`src/rtl/alu_seq_ctrl.sv`:
```
// alu_seq_ctrl: button-sequenced ALU front end. Operand A, operand B and the
// opcode are latched from the switches by synchronised, edge-detected button
// pulses in a fixed order; one ALU operation is then executed and its result
// and status flags are registered onto the LED outputs.
module alu_seq_ctrl #(
    parameter int NB_DATA  = 8,
    parameter int NB_OP    = 6,
    parameter int NB_SHAMT = $clog2(NB_DATA)
) (
    input  logic               i_clock,
    input  logic               i_reset,
    input  logic [2:0]         i_buttons,
    input  logic [NB_DATA-1:0] i_switches,
    output logic [NB_DATA-1:0] o_leds,
    output logic               o_valid,
    output logic               o_zero,
    output logic               o_carry,
    output logic               o_overflow,
    output logic               o_error,
    output logic [1:0]         o_state
);

    typedef enum logic [1:0] {
        WAIT_A  = 2'd0,
        WAIT_B  = 2'd1,
        WAIT_OP = 2'd2,
        EXEC    = 2'd3
    } state_t;

    // MIPS funct encodings
    localparam logic [NB_OP-1:0] OP_SLL  = NB_OP'(0);
    localparam logic [NB_OP-1:0] OP_SRL  = NB_OP'(2);
    localparam logic [NB_OP-1:0] OP_SRA  = NB_OP'(3);
    localparam logic [NB_OP-1:0] OP_ADD  = NB_OP'(32);
    localparam logic [NB_OP-1:0] OP_SUB  = NB_OP'(34);
    localparam logic [NB_OP-1:0] OP_AND  = NB_OP'(36);
    localparam logic [NB_OP-1:0] OP_OR   = NB_OP'(37);
    localparam logic [NB_OP-1:0] OP_XOR  = NB_OP'(38);
    localparam logic [NB_OP-1:0] OP_NOR  = NB_OP'(39);
    localparam logic [NB_OP-1:0] OP_SLT  = NB_OP'(42);
    localparam logic [NB_OP-1:0] OP_SLTU = NB_OP'(43);

    localparam int MSB = NB_DATA - 1;

    typedef struct packed {
        logic [NB_DATA-1:0] result;
        logic               carry;
        logic               overflow;
        logic               error;
    } alu_out_t;

    // Single ALU evaluation; unsupported opcodes yield result 0 with error set.
    function automatic alu_out_t alu_eval(
        input logic [NB_DATA-1:0] a,
        input logic [NB_DATA-1:0] b,
        input logic [NB_OP-1:0]   op
    );
        alu_out_t                  r;
        logic        [NB_DATA:0]   wide;
        logic        [NB_SHAMT-1:0] shamt;
        logic signed [NB_DATA-1:0] sa;
        logic signed [NB_DATA-1:0] sb;
        r     = '0;
        wide  = '0;
        shamt = b[NB_SHAMT-1:0];
        sa    = a;
        sb    = b;
        case (op)
            OP_SLL:  r.result = a << shamt;
            OP_SRL:  r.result = a >> shamt;
            OP_SRA:  r.result = $unsigned(sa >>> shamt);
            OP_ADD: begin
                wide       = {1'b0, a} + {1'b0, b};
                r.result   = wide[NB_DATA-1:0];
                r.carry    = wide[NB_DATA];
                r.overflow = (a[MSB] == b[MSB]) && (wide[MSB] != a[MSB]);
            end
            OP_SUB: begin
                // zero-extended subtraction: top bit is the borrow (A < B unsigned)
                wide       = {1'b0, a} - {1'b0, b};
                r.result   = wide[NB_DATA-1:0];
                r.carry    = wide[NB_DATA];
                r.overflow = (a[MSB] != b[MSB]) && (wide[MSB] != a[MSB]);
            end
            OP_AND:  r.result = a & b;
            OP_OR:   r.result = a | b;
            OP_XOR:  r.result = a ^ b;
            OP_NOR:  r.result = ~(a | b);
            OP_SLT:  r.result = {{(NB_DATA-1){1'b0}}, (sa < sb)};
            OP_SLTU: r.result = {{(NB_DATA-1){1'b0}}, (a < b)};
            default: r.error  = 1'b1;
        endcase
        return r;
    endfunction

    state_t             state;
    state_t             state_next;
    logic [2:0]         sync_p0;
    logic [2:0]         sync_p1;
    logic [2:0]         sync_p2;
    logic [2:0]         pulse;
    logic               load_a;
    logic               load_b;
    logic               load_op;
    logic [NB_DATA-1:0] opa;
    logic [NB_DATA-1:0] opb;
    logic [NB_OP-1:0]   opcode;
    alu_out_t           alu_p0;

    // Two-flop synchroniser plus one delay flop for rising-edge detection
    always_ff @(posedge i_clock or negedge i_reset) begin
        if (!i_reset) begin
            sync_p0 <= '0;
            sync_p1 <= '0;
            sync_p2 <= '0;
        end else begin
            sync_p0 <= i_buttons;
            sync_p1 <= sync_p0;
            sync_p2 <= sync_p1;
        end
    end

    // ---- stage p0: synchronised edge pulses and FSM decisions ----
    assign pulse = sync_p1 & ~sync_p2;

    // FSM state register
    always_ff @(posedge i_clock or negedge i_reset) begin
        if (!i_reset) begin
            state <= WAIT_A;
        end else begin
            state <= state_next;
        end
    end

    // Next state and latch enables; only the pulse expected in the current state acts
    always_comb begin
        state_next = state;
        load_a     = 1'b0;
        load_b     = 1'b0;
        load_op    = 1'b0;
        case (state)
            WAIT_A: if (pulse[0]) begin
                load_a     = 1'b1;
                state_next = WAIT_B;
            end
            WAIT_B: if (pulse[1]) begin
                load_b     = 1'b1;
                state_next = WAIT_OP;
            end
            WAIT_OP: if (pulse[2]) begin
                load_op    = 1'b1;
                state_next = EXEC;
            end
            EXEC:    state_next = WAIT_A;
            default: state_next = WAIT_A;
        endcase
    end

    // Operand and opcode latches
    always_ff @(posedge i_clock or negedge i_reset) begin
        if (!i_reset) begin
            opa    <= '0;
            opb    <= '0;
            opcode <= '0;
        end else begin
            if (load_a)  opa    <= i_switches;
            if (load_b)  opb    <= i_switches;
            if (load_op) opcode <= i_switches[NB_OP-1:0];
        end
    end

    assign alu_p0 = alu_eval(opa, opb, opcode);

    // ---- stage p1: registered result and flags ----
    // Result and flags capture at the edge closing EXEC and hold until the next one
    always_ff @(posedge i_clock or negedge i_reset) begin
        if (!i_reset) begin
            o_leds     <= '0;
            o_zero     <= 1'b0;
            o_carry    <= 1'b0;
            o_overflow <= 1'b0;
            o_error    <= 1'b0;
            o_valid    <= 1'b0;
        end else begin
            o_valid <= (state == EXEC);
            if (state == EXEC) begin
                o_leds     <= alu_p0.result;
                o_zero     <= !alu_p0.error && (alu_p0.result == '0);
                o_carry    <= alu_p0.carry;
                o_overflow <= alu_p0.overflow;
                o_error    <= alu_p0.error;
            end
        end
    end

    assign o_state = state;

endmodule
```
`config.mk`:
```
export PLATFORM = sky130hd
export DESIGN_NAME = alu_seq_ctrl
export DESIGN_NICKNAME = d
export VERILOG_FILES = /design/src/rtl/alu_seq_ctrl.sv
export SDC_FILE = /design/constraint.sdc
export NUM_CORES = 1
export LEC_CHECK = 0
export BUFFER_PORTS_ARGS = -buffer_cell sky130_fd_sc_hd__buf_2
export CORE_MARGIN = 4
export CORE_UTILIZATION = 50
export DETAILED_ROUTE_END_ITERATION = 7
export PLACE_DENSITY_LB_ADDON = 0.1
export SETUP_SLACK_MARGIN = 0.1
export SYNTH_ARGS = -nofsm -noshare
export SYNTH_HDL_FRONTEND = slang
export SYNTH_SLANG_ARGS = --single-unit
export TNS_END_PERCENT = 1
```
`constraint.sdc`:
```
create_clock -name i_clock -period 6.56 [get_ports i_clock]
set_input_delay 1.312 -clock i_clock [delete_from_list [all_inputs] [get_ports i_clock]]
set_output_delay 1.312 -clock i_clock [all_outputs]
set_load 0.005 [all_outputs]
```
======== Word-level counts from Yosys, hierarchy flattened ========
Index checks and enable logic that the tools add are counted.
operators by class
  add/subtract/negate cells ............... 2
  magnitude comparators ................... 2
  equal/unequal tests ..................... 20
  shift operators ......................... 3
  muxes and demuxes ....................... 13
  bitwise logic cells ..................... 6
  reduce and logical (&&, ||, !) cells .... 8
operator list
  operator              number
  $pmux W8 S11          1
  $eq A6 B6 Y1 const B  8
  $lt A8 B8 Y1          2
  $eq A6 B2 Y1 const B  2
  $reduce_or A11 Y1     1
  $add A8 B8 Y9         1
  $sub A8 B8 Y9         1
  $and A8 B8 Y8         1
  $logic_not A8 Y1      1
  $not A8 Y8            1
  $or A8 B8 Y8          1
  $pmux W2 S4           1
  $shl A8 B3 Y8         1
  $shr A8 B3 Y8         1
  $sshr A8 B3 Y8        1
  $xor A8 B8 Y8         1
  $mux W1               7
  $logic_not A6 Y1      1
  $mux W2               3
  $ne A2 B2 Y1 const B  3
  $eq A2 B2 Y1 const B  2
  $pmux W2 S2           1
  $and A3 B3 Y3         1
  $logic_and A1 B1 Y1   3
  6 further kinds       8
word-level totals
  register bits ........................... 46
  input bits .............................. 13
  output and inout bits ................... 15
  word-level logic and storage cells ...... 67

======== Logic depth before layout (Yosys ltp) ========
Gate-level depths: netlist (run 1).
  word-level depth ........................ 5
  gate-level depth with buffers ........... 11
  depth with buffers taken out ............ 10

======== Worst setup path before layout (run 1) ========
Ideal clock, no wire load.
  kind .................................... flip-flop to flip-flop
  start ................................... reg opb[1]
  end ..................................... reg o_overflow
  setup time .............................. 0.125 ns
  data arrival time ....................... 2.545 ns
  data required time ...................... 6.435 ns
  setup slack ............................. 3.890 ns
  stages on the path, launching flop included .. 11
  buffers on the path ..................... 2
  period minus slack after synthesis ...... 2.670 ns
  path through ............................ dfrtp_1 buf_2 buf_4 inv_2 ha_1 o21ba_2 nor4_1 o31ai_1 and2_1 mux4_2 mux2_2
on the way
  cells in the longest elaborated chain, start to end .. 4
  elaborated cells between the ends (all ways) .. 7
  classes of those cells .................. add/sub (2); eq/ne (2); mux (1); reduce/logical (2)
ends and longest elaborated chain
  element                                                RTL line  RTL
  start: declaration                                     106       logic [NB_DATA-1:0] opb;
  start signal: assignment                               167       if (load_b) opb <= i_switches;
  $sub A8 B8 Y9 / $add A8 B8 Y9 (equally long branches)  80, 73
  $ne A1 B1 Y1, on equally long branches                 83, 76
  $logic_and A1 B1 Y1, on equally long branches          83, 76
  $pmux W2 S2 (*)                                        68        case (op)
  end signal: assignment                                 190       o_overflow <= alu_p0.overflow;
  end: declaration                                       18        output logic o_overflow,
Mark *: on every way between the ends. The rest lies on a longest branch, timed or not.
A chain may end at the register's enable or synchronous reset.

======== Final worst setup path (run 1) ========
  start ................................... reg opb[1]
  end ..................................... reg o_zero
on the way
  cells in the longest elaborated chain, start to end .. 5
  elaborated cells between the ends (all ways) .. 14
  classes of those cells .................. add/sub (2); order compare (2); shift (3); mux (1); bitwise (4); reduce/logical (2)
ends and longest elaborated chain
  element                                                                RTL line  RTL
  parallel branches: the longest is 2 deep, another holds $sub A8 B8 Y9  --
  $pmux W8 S11 (*)                                                       68
  $logic_not A8 Y1 (*)                                                   188       o_zero <= !alu_p0.error && (alu_p0.result == '0);
  $logic_and A1 B1 Y1 (*)                                                188
  end signal: assignment                                                 188
  end: declaration                                                       16        output logic o_zero,
Every way passes the cells marked *.

==> results of run 1 <==
-- critical path, cell delays in order (launching register included) --
cell and delay [ns]:
dfrtp_1 0.96, inv_2 0.19, ha_1 0.37, o21ba_2 0.24, nor4_1 0.26, o31ai_1 0.19
and2_1 0.20, o32ai_1 0.28, nand2_1 0.11, o41ai_2 0.34
-- power by group through the flow --
stage	registers (mW)	clock network (mW)	logic (mW)
global route	0.664	0.206	1.58
finish	0.628	0.187	1.44
floorplan	0.505	0	1.23
detailed placement	0.634	0	1.42
global placement	0.626	0	1.40
CTS	0.628	0.195	1.43
-- sequential cells by signal, indices dropped and copies added, names as in the netlist --
name	flops
opcode	6
o_leds	8
o_state	2
o_error	1
o_valid	1
o_overflow	1
opa	8
opb	8
o_zero	1
sync_p2	3
sync_p0	3
sync_p1	3
o_carry	1
-- logic make-up (layout without fill, tap and decap cells) --
family / after synthesis / in the layout / synth area share
xor+xnor: 12 / 12 / 0.0283
buf+inv: 51 / 63 / 0.0657
simple gates: 96 / 96 / 0.143
flops: 46 / 46 / 0.310
fa+ha+maj: 32 / 32 / 0.112
compound gates: 87 / 87 / 0.174
mux: 46 / 46 / 0.167
-- final timing paths --
path / to / slack, ns / cells past startpoint
min in group asynchronous: o_leds[6] / 1.07 / 2
hold reg to reg: sync_p1[0] / 0.36 / 0
setup / recovery: o_zero / 3.31 / 9
setup reg to reg: o_zero / 3.31 / 9
max in group asynchronous: opa[4] / 5.10 / 2
hold / removal: sync_p1[0] / 0.36 / 0
-- area by class of cell --
type / count / share of cell area
well taps: 99 / 0.0314
clock buffers: 5 / 0.0174
repair buffers: 30 / 0.0400
flip-flops and latches: 46 / 0.292
clock inverters: 3 / 0.00730
inverters: 25 / 0.0238
multi-input cells: 273 / 0.588
-- stage by stage --
step	hold slack [ns]	cells	cell area [µm²]	utilization	setup WS (ns)
floorplan	0.331	370	3710	-	3.89
finish	0.359	481	3940	0.544	3.31
global placement	0.335	473	3850	0.530	3.37
detailed placement	0.336	473	3850	0.530	3.30
global route	0.365	481	3940	0.544	2.99
CTS	0.364	481	3940	0.544	3.30
-- synthesized netlist by cell type, types with 4 or more instances --
master,count
o21ai_0,10
mux4_2,10
o211ai_1,6
o22ai_1,6
ha_1,30
buf_2,12
mux2i_1,8
nor3_1,6
nand3b_1,8
nand2_1,18
buf_4,4
clkbuf_1,6
nor2_1,25
a21oi_1,17
a21o_1,4
nand3_1,5
dfrtp_1,46
a211oi_1,7
a22oi_1,5
nand2b_1,8
inv_1,24
xnor2_1,11
mux2_2,26
-- layer usage --
metal,vias to the layer above,share of wire,wire [µm]
met5,-,0,0
met4,0,0.021,187
met3,12,0.070,613
met2,102,0.45,4000
met1,1389,0.45,4000
li1,1387,-,-
==> flow_summary.ini, run 1 <==
[outcome]
status = finished, final reports clean

[route]
antenna_left = 0
drc_errors = 0
vias = 2890
drt_pass1_iterations = 4
drtIter0Drc = 336
wirelength_mm = 8.80
vias_per_cell = 6.01
wl_per_cell_um = 18.3

[yosys]
syn-cell-area_um2 = 3710
syn-num-nets = 415
yosysSeqAreaShare = 0.310
synthCells = 370
syn_avg_cell_area_um2 = 10.0
synth_edf_count = 0
synth.distinct_cells = 71
yosysTopAreaCell = dfrtp_1
yosys_warnings = 0
ys_top_cells_by_area = dfrtp_1, ha_1, mux2_2
ys.flop_type = dfrtp_1
ys_seq_elements = 46
synth_top_area_share = 0.310
ys_async_sr_fraction = 1.00

[global_routing]
grt_pass1_vias = 2735
grt_pass1_wl_mm = 14.1
grt_util_all_layers = 0.207
top_usage_layer = met2
grt_use_met1 = 0.302
grt_max_degree = 47
grt_use_met3 = 0.0393
grt_overflow = 0
gr-usage-met2 = 0.305
antenna_found_initial = 0

[cells_and_area]
fill_cells = 662
most-common-layout-cells = dfrtp_1, ha_1, buf_2, mux2_2, nor2_1
synthToLayoutAreaGrowth_pct = 6.16
regArea_um2 = 1150
multi_input_comb_area_um2 = 2320
diodes = 0
fin_nets = 426
final_common_cell = dfrtp_1
drive_above_1_share = 0.225

[clocking]
clock_sinks = 46
cts_made_buffers = 5
cts_setup_buffers = 0
clock_latency_ns = 0.31
cts_max_level = 2
post_cts_resized = 0
cts_tree = done
cts_root_buffer = clkbuf_8
cts.clk_slew.worst_paths_ns = 0.10
clock_path_buffers = 2
hold_buffers = 0

[placement]
finalWeightedCongestion = 0.950
portBuffers = 27
dpl.hpwl_mm = 6.76

[pwr]
pwr-share-comb = 0.638
p_sw_frac = 0.489
power_frac_seq = 0.279
power_frac_clock = 0.083
switchingPower_mw = 1.10
internal_power_mw = 1.15
p_leak_nw = 1.73
cellPowerDensity_nw_per_um2 = 571
peakVddDrop_uv = 311
power_mw = 2.25

[sta]
finalMaxSlewViolations = 0
setup_violations = 0
timing.clock.skew_ns = 0.00647
rsz0062_at_grt = no
tightest_slew_ns = 0.929
setup_tns_ns = 0
hold_violations = 0
timing.fmax_mhz = 308
period_share = 0.495
slew_headroom = 0.375
min_period_ns = 3.25

[floorplanning]
dieArea_um2 = 8870
dieWidth_um = 94.2
num_rows = 31
die_y_um = 94.2
io-pin-count = 28
initial_utilization = 0.512
core_area_um2 = 7250

[setup_path]
cp.arrival_ns = 3.46
setup.worst_path.start = opb[1]
end_kind = flip-flop
criticalPathCategory = flip-flop to flip-flop
path_max_fanout = 25
reg2reg_from = opb[1]
startpoint_type = flip-flop
critPathRequiredTime_ns = 6.77

[flow_run]
drv_cap = 0

[worst_hold_path]
hp-start = sync_p0[0]
hold_class = flip-flop to flip-flop
(Power assumes the default switching activity.)
==> run 2, diff against run 1 <==
Settings changed: ABC_AREA set to 1.
Clock period 6.56 ns to 2.8 ns, I/O delays scaled along.
==> run 2 against run 1 <==
First-iteration DRC count fell by 23%; area after synthesis rose by 0.44%; via count rose by 30%; design area rose by 3.6%; sequential power rose by 93%; worst hold slack got worse by 0.036 ns; largest power group unchanged.
==> flow_summary.ini, run 2 <==
[outcome]
status = finished, final reports clean

[sta]
finalWorstSetupSlack_ns = 0.510
min_period_ns = 2.29
setup_violations = 0
period_share = 0.818
hold_violations = 0
setup_tns_ns = 0
timing.fmax_mhz = 437
finalMaxSlewViolations = 0
rsz0062_at_grt = no
timing.clock.skew_ns = 0.00494
tightest_slew_ns = 0.786
slew_headroom = 0.476

[cells_and_area]
reg_top3 = o_leds x8, opa x8, opb x8
fin_nets = 652
synthToLayoutAreaGrowth_pct = 9.52
final_common_cell = nand2_1
fill_cells = 773
drive_above_1_share = 0.0970
most-common-layout-cells = nand2_1, inv_1, nand3_1, nor2_1, dfrtp_1
diodes = 0

[setup_path]
cp.arrival_ns = 2.54
cpLargestDelayFamily = simple AND/OR/NAND/NOR gates
startpoint_type = flip-flop
slowest_delay_ns = 0.47
rrSetupSlack_ns = 0.51
criticalPathCategory = flip-flop to flip-flop
reg2regPathDepth = 13
critPathBufInv = 1
critPathRequiredTime_ns = 3.05
crit_chain = inv_1, ha_1, fa_1, nand3b_1, nand2_1, nand2_1, nand3_1, nand3_1, nor2_1, nand2_1, nor2_1, nand3_1, nand2_1
r2r_end = o_zero
cp_slowest_cell = dfrtp_1
cp_common_cell = nand2_1
reg2reg_from = opa[0]
path_max_fanout = 6
setup.worst_path.start = opa[0]
end_kind = flip-flop

[pwr]
cellPowerDensity_nw_per_um2 = 1180
power_mw = 4.81
p_leak_nw = 2.28
peakVddDrop_uv = 546

[yosys]
syn-num-nets = 623
yosysTopAreaCell = dfrtp_1
synth_edf_count = 0
ys.flop_type = dfrtp_1
synthMostInstantiatedCell = nand2_1
syn-cell-area_um2 = 3730
yosysSeqAreaShare = 0.309
synthCells = 578
ys_top_cells_by_count = nand2_1, inv_1, nand3_1
yosys_warnings = 0
ys_async_sr_fraction = 1.00
synth_top_area_share = 0.309
ys_top_cells_by_area = dfrtp_1, nand2_1, ha_1
syn_avg_cell_area_um2 = 6.46
synth.distinct_cells = 26
ys_seq_elements = 46

[route]
vias = 3756
vias_per_cell = 5.31
antenna_left = 0
wirelength_mm = 10.8
drt_pass1_iterations = 5
drc_errors = 0
wl_per_cell_um = 15.2
drtIter0Drc = 260

[placement]
finalWeightedCongestion = 1.00
dpl.hpwl_mm = 8.63
dp_slack_ns = 0.569
portBuffers = 27

[clocking]
hold_buffers = 0
clock_latency_ns = 0.30
cts_made_buffers = 5
cts_tree = done
post_cts_resized = 0
cts_max_level = 2
cts_setup_buffers = 0
cts.clk_slew.worst_paths_ns = 0.09
cts_root_buffer = clkbuf_8
clock_path_buffers = 2
clock_sinks = 46

[flow_run]
drv_cap = 0

[global_routing]
gr-usage-met2 = 0.405
grt_use_met3 = 0.0446
grt_max_degree = 36
grt_use_met1 = 0.366
grt_pass1_wl_mm = 17.7
antenna_found_initial = 0
grt_pass1_vias = 3508
grt_util_all_layers = 0.256
top_usage_layer = met2
grt_overflow = 0

[floorplanning]
num_rows = 31
die_y_um = 94.4
dieWidth_um = 94.4
initial_utilization = 0.514
dieArea_um2 = 8910
core_area_um2 = 7250
io-pin-count = 28

[worst_hold_path]
hold_class = input pin to async pin
## run 2: cell types whose count changed after synthesis, sizes merged, moves of 13 or more
cell   delta
buf      -13
mux2     -28
nand2   +172
inv      +52
o21ai    +34
nor2     +41
nand3    +62
## run 2: area by class of cell
cell class / instances / area (µm²) / area share
clock buffer: 5 / 68.8 / 0.0168
clock inverter: 3 / 23.8 / 0.00582
inverter: 77 / 289 / 0.0707
multi-input combinational: 441 / 2230 / 0.545
sequential: 46 / 1150 / 0.282
tap: 99 / 124 / 0.0303
timing repair buffer: 36 / 203 / 0.0496
## run 2: per-layer routing
metal | share of wire | routed length, µm
met1 | 0.45 | 4900
met2 | 0.45 | 4860
met3 | 0.079 | 856
met4 | 0.016 | 169
met5 | 0 | 0
## run 2: cell families (layout without fill, tap and decap cells)
| group | count (synthesis) | count (layout) | synth area share |
|---|---|---|---|
| adder cells (fa/ha/maj) | 32 | 32 | 0.111 |
| buffers and inverters | 91 | 121 | 0.0946 |
| XOR/XNOR | 2 | 2 | 0.00470 |
| AO/OA/AOI/OAI | 72 | 72 | 0.0979 |
| AND/OR/NAND/NOR | 335 | 335 | 0.383 |
| flip-flops | 46 | 46 | 0.309 |
## run 2: report_power, final
| part | leakage, nW | internal [mW] | switching, mW | total [mW] |
|---|---|---|---|---|
| registers | 0.569 | 0.917 | 0.297 | 1.21 |
| clock network | 0.0408 | 0.179 | 0.245 | 0.424 |
| logic | 1.67 | 1.04 | 2.13 | 3.17 |
## run 2: how the worst max path moves through the flow
stage	endpoint	slack (ns)	cells past startpoint
finish	o_zero	0.51	13
CTS	o_zero	0.54	13
global placement	o_zero	0.61	15
floorplan	o_zero	0.77	15
detailed placement	o_zero	0.57	13
global route	o_zero	0.27	12
## run 2: metrics by stage
step,utilization,cells,hold slack [ns],cell area [µm²]
finish,0.563,707,0.323,4090
CTS,0.563,707,0.342,4090
detailed placement,0.551,699,0.336,3990
global route,0.563,707,0.334,4090
global placement,0.551,699,0.335,3990
floorplan,-,578,0.264,3730
==> run 3, diff against run 2 <==
Clock period 2.8 ns to 2.28 ns, I/O delays scaled along.
==> run 3 against run 2 <==
Clock-buffer cell count did not move; clock skew grew 0.0060 ns; power grew 34%; critical path depth did not move; fmax is 7.7% higher; critical path type unchanged; largest power group unchanged.
==> flow_summary.ini, run 3 (synthesized netlist as in run 2, its figures left out) <==
[route]
drc_errors = 0
drt_pass1_iterations = 6
drtIter0Drc = 373
wirelength_mm = 10.9
vias = 3857
wl_per_cell_um = 15.0
routed-wl-met2_mm = 4.57
route.met3.wl_um = 956
wl_met1_mm = 5.00
antenna_left = 0
vias_per_cell = 5.33
top_layer = met4

[global_routing]
antenna_found_initial = 0
grt_max_degree = 47
grt_pass1_vias = 3533
grt_util_all_layers = 0.255
grt_overflow = 0
grt_pass1_wl_mm = 17.5

[sta]
rsz0062_at_grt = yes
slew_headroom = 0.606
tightest_slew_ns = 0.591
min_period_ns = 2.13
timing.fmax_mhz = 470
hold_violations = 0
period_share = 0.933
setup_tns_ns = 0
timing.clock.skew_ns = 0.0109
setup_violations = 0
finalMaxSlewViolations = 0

[clocking]
cts_max_level = 2
cts_made_buffers = 5
cts_tree = done
clock_latency_ns = 0.32
hold_buffers = 0
cts_root_buffer = clkbuf_8
clock_sinks = 46
clock_path_buffers = 2
cts.clk_slew.worst_paths_ns = 0.11

[placement]
portBuffers = 27
finalWeightedCongestion = 1.02
dpl.hpwl_mm = 8.44
placed_cells = 713

[cells_and_area]
synthToLayoutAreaGrowth_pct = 16.1
most-common-layout-cells = nand2_1, inv_1, nand3_1, nor2_1
fin_util = 0.597
final_common_cell = nand2_1
fin_nets = 669
drive_above_1_share = 0.163
reg_top3 = o_leds x8, opa x8, opb x8
diodes = 0
final_cells = 724

[floorplanning]
die_y_um = 94.4
dieArea_um2 = 8910
io-pin-count = 28
dieWidth_um = 94.4
initial_utilization = 0.514
num_rows = 31
core_area_um2 = 7250

[setup_path]
slowest_delay_ns = 0.51
path_max_fanout = 3
startpoint_type = flip-flop
reg2regPathDepth = 13
crit_chain = ha_2, inv_1, fa_2, inv_1, nand4_1, nand2_1, nor2_2, nand3_2, nor2_4, nand3_2, nor2_2, nand3_1, nand2_1
criticalPathCategory = flip-flop to flip-flop
cp_slowest_cell = fa_2
r2r_end = o_zero
cp.arrival_ns = 2.38
rrSetupSlack_ns = 0.15
end_kind = flip-flop
reg2reg_from = opb[0]
critPathRequiredTime_ns = 2.53

[worst_hold_path]
hold_class = input pin to async pin

[pwr]
p_leak_nw = 2.39
peakVddDrop_uv = 762
cellPowerDensity_nw_per_um2 = 1490

[outcome]
status = finished, final reports clean

[flow_run]
drv_cap = 0
run 3: worst max-delay path, delay by kind of cell (launching register included):
| kind | cells | cell delay, ns |
|---|---|---|
| adders and majority gates | 2 | 0.72 |
| buffers and inverters | 2 | 0.09 |
| DFF | 1 | 0.44 |
| and+or+nand+nor | 9 | 0.82 |
run 3: cell type report:
| type | count | area [µm²] |
|---|---|---|
| inverters | 77 | 289 |
| fillers | 735 | 2920 |
| repair buffers | 53 | 334 |
| multi-input cells | 441 | 2310 |
| well taps | 99 | 124 |
| clock buffers | 5 | 68.8 |
| clock inverters | 3 | 48.8 |
| flip-flops and latches | 46 | 1150 |
run 3: report_power, final:
part	internal (mW)	switching, mW
Clock	0.334	0.321
Sequential	1.13	0.295
Combinational	1.57	2.81
Total	3.04	3.43
run 3: metal layers:
metal | up-vias | GRT usage
met5 | - | 0
met4 | 0 | 0.0963
met3 | 27 | 0.0606
met2 | 180 | 0.375
met1 | 1728 | 0.362
li1 | 1922 | -
run 3: timing repair:
item	in CTS	in global routing
setup buffers	0	3
resized for setup	0	30
endpoints found under the setup margin	0	6
run 3: worst max-delay path by stage:
stage | from | end | slack, ns
floorplan | opb[2] | o_zero | 0.25
global placement | opa[0] | o_zero | 0.08
detailed placement | opa[0] | o_zero | 0.15
CTS | opa[0] | o_zero | 0.11
global route | opb[0] | o_leds[1] | 0.05
finish | opb[0] | o_zero | 0.15
run 3: through the flow:
step / hold WS [ns] / total power, mW / setup slack, ns / area (µm²)
after floorplan: 0.160 / 4.19 / 0.251 / 3730
after global placement: 0.336 / 5.44 / 0.0824 / 4100
after detailed placement: 0.335 / 5.48 / 0.146 / 4100
after CTS: 0.239 / 6.15 / 0.106 / 4220
after global routing: 0.228 / 7.08 / 0.0523 / 4330
final: 0.217 / 6.47 / 0.153 / 4330
